[config.mk]
export PLATFORM = sky130hd
export DESIGN_NAME = backscatter_modulator
export DESIGN_NICKNAME = d
export VERILOG_FILES = /design/src/rtl/backscatter_modulator.sv
export SDC_FILE = /design/constraint.sdc
export NUM_CORES = 1
export LEC_CHECK = 0
export ABC_AREA = 1
export CORE_ASPECT_RATIO = 0.9
export CORE_UTILIZATION = 25
export CTS_BUF_LIST = sky130_fd_sc_hd__clkbuf_4
export CTS_CLUSTER_DIAMETER = 150
export CTS_CLUSTER_SIZE = 10
export DETAILED_ROUTE_END_ITERATION = 8
export GPL_ROUTABILITY_DRIVEN = 0
export GPL_TIMING_DRIVEN = 0
export HOLD_SLACK_MARGIN = 0.03
export PLACE_DENSITY = 0.38
export SYNTH_ARGS = -nofsm -noshare
export SYNTH_HDL_FRONTEND = slang
export SYNTH_SLANG_ARGS = --single-unit
[constraint.sdc]
create_clock -name clock -period 3.1 [get_ports clock]
set_input_delay 0.31 -clock clock [delete_from_list [all_inputs] [get_ports clock]]
set_output_delay 0.31 -clock clock [all_outputs]
set_load 0.05 [all_outputs]
[src/rtl/backscatter_modulator.sv]
// Purpose: drives the RF switch with a phase-keyed square-wave subcarrier while trigger marks a packet (BACKSCATTER_DIFF_EN selects differential phase encoding).
// Latency: MOD is entered START_DELAY clocks after trigger is sampled high; rf_switch lags carrier/phase by one clock.
// Backpressure: none; trigger low aborts on the next edge, and a new packet needs a fresh trigger high after DONE.
module backscatter_modulator #(
    parameter int HALF_PERIOD   = 2,
    parameter int SYMBOL_CYCLES = 50,
    parameter int SAMPLE_OFFSET = 25,
    parameter int START_DELAY   = 50,
    parameter int MAX_BITS      = 144
) (
    input  logic clock,
    input  logic reset,
    input  logic trigger,
    input  logic data_bit,
    output logic rf_switch,
    output logic mod_active,
    output logic done
);

    typedef enum logic [1:0] {
        S_IDLE  = 2'd0,
        S_DELAY = 2'd1,
        S_MOD   = 2'd2,
        S_DONE  = 2'd3
    } state_t;

    localparam logic [15:0] HP_LAST   = 16'(HALF_PERIOD - 1);
    localparam logic [15:0] SYM_LAST  = 16'(SYMBOL_CYCLES - 1);
    localparam logic [15:0] SAMPLE_AT = 16'(SAMPLE_OFFSET);
    localparam logic [15:0] DLY_LAST  = 16'(START_DELAY - 1);
    localparam logic [15:0] BITS_MAX  = 16'(MAX_BITS);

    state_t      state;
    state_t      next_state;
    logic [15:0] dly_cnt;
    logic [15:0] sc_cnt;
    logic [15:0] sym_cnt;
    logic [15:0] bit_cnt;
    logic        carrier;
    logic        phase;
    logic        sample;

    logic        sym_wrap;
    logic        sample_eff;
    logic        phase_upd;
    logic        rf_switch_nxt;
    logic        mod_active_nxt;
    logic        done_nxt;

    assign sym_wrap = (sym_cnt == SYM_LAST);
    // If the sample point coincides with the wrap, use the live bit so it is not lost.
    assign sample_eff = (sym_cnt == SAMPLE_AT) ? data_bit : sample;

`ifdef BACKSCATTER_DIFF_EN
    assign phase_upd = phase ^ sample_eff;
`else
    assign phase_upd = sample_eff;
`endif

    // State register.
    always_ff @(posedge clock or negedge reset) begin
        if (!reset) begin
            state <= S_IDLE;
        end else begin
            state <= next_state;
        end
    end

    // Next-state logic; trigger low returns to IDLE from anywhere.
    always_comb begin
        next_state = state;
        if (!trigger) begin
            next_state = S_IDLE;
        end else begin
            case (state)
                S_IDLE:  next_state = (START_DELAY > 0) ? S_DELAY : S_MOD;
                S_DELAY: if (dly_cnt == DLY_LAST) next_state = S_MOD;
                S_MOD:   if (sym_wrap && (bit_cnt + 16'd1 == BITS_MAX)) next_state = S_DONE;
                S_DONE:  next_state = S_DONE;
                default: next_state = S_IDLE;
            endcase
        end
    end

    // Output decode from the next state so outputs change on the transition edge.
    always_comb begin
        rf_switch_nxt  = 1'b0;
        mod_active_nxt = 1'b0;
        done_nxt       = 1'b0;
        if (next_state == S_MOD) begin
            rf_switch_nxt  = carrier ^ phase;
            mod_active_nxt = 1'b1;
        end
        if (next_state == S_DONE) begin
            done_nxt = 1'b1;
        end
    end

    // Registered outputs.
    always_ff @(posedge clock or negedge reset) begin
        if (!reset) begin
            rf_switch  <= 1'b0;
            mod_active <= 1'b0;
            done       <= 1'b0;
        end else begin
            rf_switch  <= rf_switch_nxt;
            mod_active <= mod_active_nxt;
            done       <= done_nxt;
        end
    end

    // Counters and subcarrier/phase state; cleared whenever heading to IDLE, frozen in DONE.
    always_ff @(posedge clock or negedge reset) begin
        if (!reset) begin
            dly_cnt <= 16'd0;
            sc_cnt  <= 16'd0;
            sym_cnt <= 16'd0;
            bit_cnt <= 16'd0;
            carrier <= 1'b0;
            phase   <= 1'b0;
            sample  <= 1'b0;
        end else if (next_state == S_IDLE) begin
            dly_cnt <= 16'd0;
            sc_cnt  <= 16'd0;
            sym_cnt <= 16'd0;
            bit_cnt <= 16'd0;
            carrier <= 1'b0;
            phase   <= 1'b0;
            sample  <= 1'b0;
        end else if (state == S_DELAY) begin
            dly_cnt <= dly_cnt + 16'd1;
        end else if (state == S_MOD) begin
            if (sc_cnt == HP_LAST) begin
                sc_cnt  <= 16'd0;
                carrier <= ~carrier;
            end else begin
                sc_cnt <= sc_cnt + 16'd1;
            end
            if (sym_wrap) begin
                sym_cnt <= 16'd0;
                phase   <= phase_upd;
                sample  <= 1'b0;
                bit_cnt <= bit_cnt + 16'd1;
            end else begin
                sym_cnt <= sym_cnt + 16'd1;
                if (sym_cnt == SAMPLE_AT) begin
                    sample <= data_bit;
                end
            end
        end
    end

endmodule

==> out/metrics.cfg <==
[status]
status = finished, violations left
violations = DRC

[logic_synthesis]
syn_inst = 517
yosys_most_used_dff = dfrtp_1
ys_types = 42
synth.avg_cell_area_um2 = 7.97
synth-seq-cells = 72
synthArstFlopShare = 1.00
synth_edf_count = 0
syn_nets = 529
yosysSeqAreaShare = 0.437
syn-cell-area_um2 = 4120
yosysWarnings = 0

[pwr]
p_total_mw = 1.65
p_sw_mw = 0.440
p_leak_nw = 1.86
p_int_mw = 1.21
power_frac_seq = 0.583
cellPowerDensity_nw_per_um2 = 359
clkPwrFrac = 0.355
comb_power_share = 0.062
peakVddDrop_uv = 151
switching_share = 0.267

[timing]
drv_slew = 0
finClkSkew_ns = 0.0153
post-route-period-util = 0.644
rsz0062_at_grt = false
hold_viol_final = 0
tightest_slew_ns = 0.635
slew_headroom = 0.577
setup_viol = 0
hold_slack_ns = 0.228
post-route-min-period_ns = 2.00
max_freq_ghz = 0.501

[critical_path]
crit_family = simple AND/OR/NAND/NOR gates
required_ns = 3.48
path_buf_inv = 1
rrSetupSlack_ns = 1.10
max_stage_delay_ns = 0.44
start_kind = register
critPathKind = register to register
cp_max_fo = 5
crit_path_top_delay_cell = dfrtp_1
arrival_ns = 2.37
critPathCaptureType = register
cp_cell_sequence = nor2_1, nand3_1, nor2_1, nand3_1, nor2_1, inv_1, o22ai_1
cpMostUsedCell = nor2_1

[global_route]
grt_first_pass_wirelength_um = 17200
grt.overflow.total = 0
grt_usage = 0.135
antenna_found_initial = 0
grt_max_degree = 43
grt_pass1_vias = 3352

[final_layout]
area_delta_synth_final_pct = 11.2
fillers = 1754
fin_nets = 547
drive_gt1_frac = 0.106
antenna_cells = 0

[floorplan]
io-pin-count = 7
core-area_um2 = 16100
die_area_um2 = 17000
start_util = 0.255
die_x_um = 137
rows = 44
dieHeight_um = 124

[clocking]
clkTransAtPathRegs_ns = 0.12
cts_tree = done
cts_buffer_depth = 2
clkLatencyLatePin_ns = 0.45
cts_buffers = 9
cts.sinks = 72
cts_setup_buffers = 0
cts_root_buf = clkbuf_4
h-tree-depth = 3

[route]
routed_wl_um = 10300
drt_first_pass_iters = 6
num_vias = 3507
ant_nets = 0
first_iter_violations = 238
wl_per_cell_um = 13.9
drc = 1
viasPerCell = 4.70

[placed_design]
hpwl_um = 7540
numPortBuffers = 5

[run]
maxCapViolCount = 0

[worst_hold_path]
hold_path_class = primary input to register

cell usage in the layout, fill, tap and decap left out, types with 3 or more instances in the layout:
cell              n
a21oi_1          25
buf_2             4
clkbuf_1          3
clkbuf_4          9
clkdlybuf4s50_1   4
clkinv_1          3
dfrtp_1          72
ha_1              8
inv_1            61
inv_2             4
nand2_1          91
nand2_2           8
nand3_1          33
nand4_1          23
nor2_1           56
nor2_2           11
nor2_4            3
nor3_1           17
nor3b_1           5
nor4_1            3
o21a_1            3
o21ai_0          34
o22ai_1          11
xnor2_1           5
xor2_1           12
power by group through the flow:
stage | combinational [mW] | sequential (mW) | clock [mW]
after floorplan | 0.0542 | 0.976 | 0
after global placement | 0.100 | 0.978 | 0
after detailed placement | 0.105 | 0.978 | 0
after CTS | 0.106 | 0.960 | 0.630
after global routing | 0.117 | 0.963 | 0.670
final | 0.102 | 0.960 | 0.585
synthesized netlist by cell type (all sizes together) (2+ instances only):
cell,n,share of area
nor3,20,0.029
o21a,3,0.0055
inv,66,0.061
xnor2,5,0.011
nor4,5,0.013
nand4,24,0.038
xor2,12,0.026
buf,4,0.0049
nand2,99,0.095
ha,8,0.024
o21ai,35,0.043
o21bai,2,0.0036
nor2,71,0.081
nor3b,5,0.0091
a211oi,2,0.0036
o22ai,11,0.017
nand3,35,0.045
o31ai,2,0.0036
dfrtp,72,0.44
a21oi,26,0.033
clkbuf,3,0.0027
registers in the layout, indices dropped and copies added, names as in the netlist:
name,flops
bit_cnt,16
dly_cnt,16
sc_cnt,16
sym_cnt,16
state,2
carrier,1
done,1
mod_active,1
phase,1
rf_switch,1
sample,1
worst reg2reg max path: stages (launching register included):
cell	delay [ns]
dfrtp_1	0.44
nor2_1	0.14
nand3_1	0.08
nor2_1	0.22
nand3_1	0.20
nor2_1	0.38
inv_1	0.25
o22ai_1	0.21
through the flow:
stage	utilization	instance area (um2)	setup slack [ns]	setup TNS, ns	instances
2_1_floorplan	-	4120	1.52	0	517
3_3_place_gp	0.275	4430	-1.16	-83.03	729
3_5_place_dp	0.276	4450	1.08	0	730
4_1_cts	0.284	4580	1.05	0	746
5_1_grt	0.284	4580	0.860	0	746
6_report	0.284	4580	1.10	0	746
final cells by class:
cell class,instances,area (um2),share of cell area
Multi-Input combinational cell,372,2040,0.444
Sequential cell,72,1800,0.393
Tap cell,207,259,0.0565
Inverter,66,250,0.0546
Timing Repair Buffer,7,85.1,0.0186
Clock buffer,9,67.6,0.0147
Clock inverter,6,51.3,0.0112
Buffer,7,31.3,0.00683
per-layer routing:
| layer | up-vias | global-route usage | wire length (um) |
|---|---|---|---|
| li1 | 1776 | - | - |
| met1 | 1697 | 0.185 | 5310 |
| met2 | 26 | 0.206 | 4590 |
| met3 | 8 | 0.0403 | 336 |
| met4 | 0 | 0.0330 | 100 |
| met5 | - | 0 | 0 |
kinds of logic after synthesis:
group,share of synthesized area
AOI/OAI and AO/OA,0.118
xor gates and xnor gates,0.0361
adders and majority gates,0.0243
buffers and inverters,0.0683
DFF,0.437
muxes,0.00334
and+or+nand+nor,0.312
worst paths after layout:
kind	from	end	depth (start not counted)
setup / recovery	sym_cnt[12]	bit_cnt[13]	7
max in group asynchronous	reset	dly_cnt[8]	3
hold reg to reg	phase	phase	2
min in group asynchronous	reset	dly_cnt[13]	2
hold / removal	trigger	dly_cnt[7]	3
setup reg to reg	sym_cnt[12]	bit_cnt[13]	7
timing repair:
action	in CTS	in global routing
hold endpoints to repair	30	0
hold buffers	1	0
resized for setup	0	0
(Power assumes the default switching activity.)
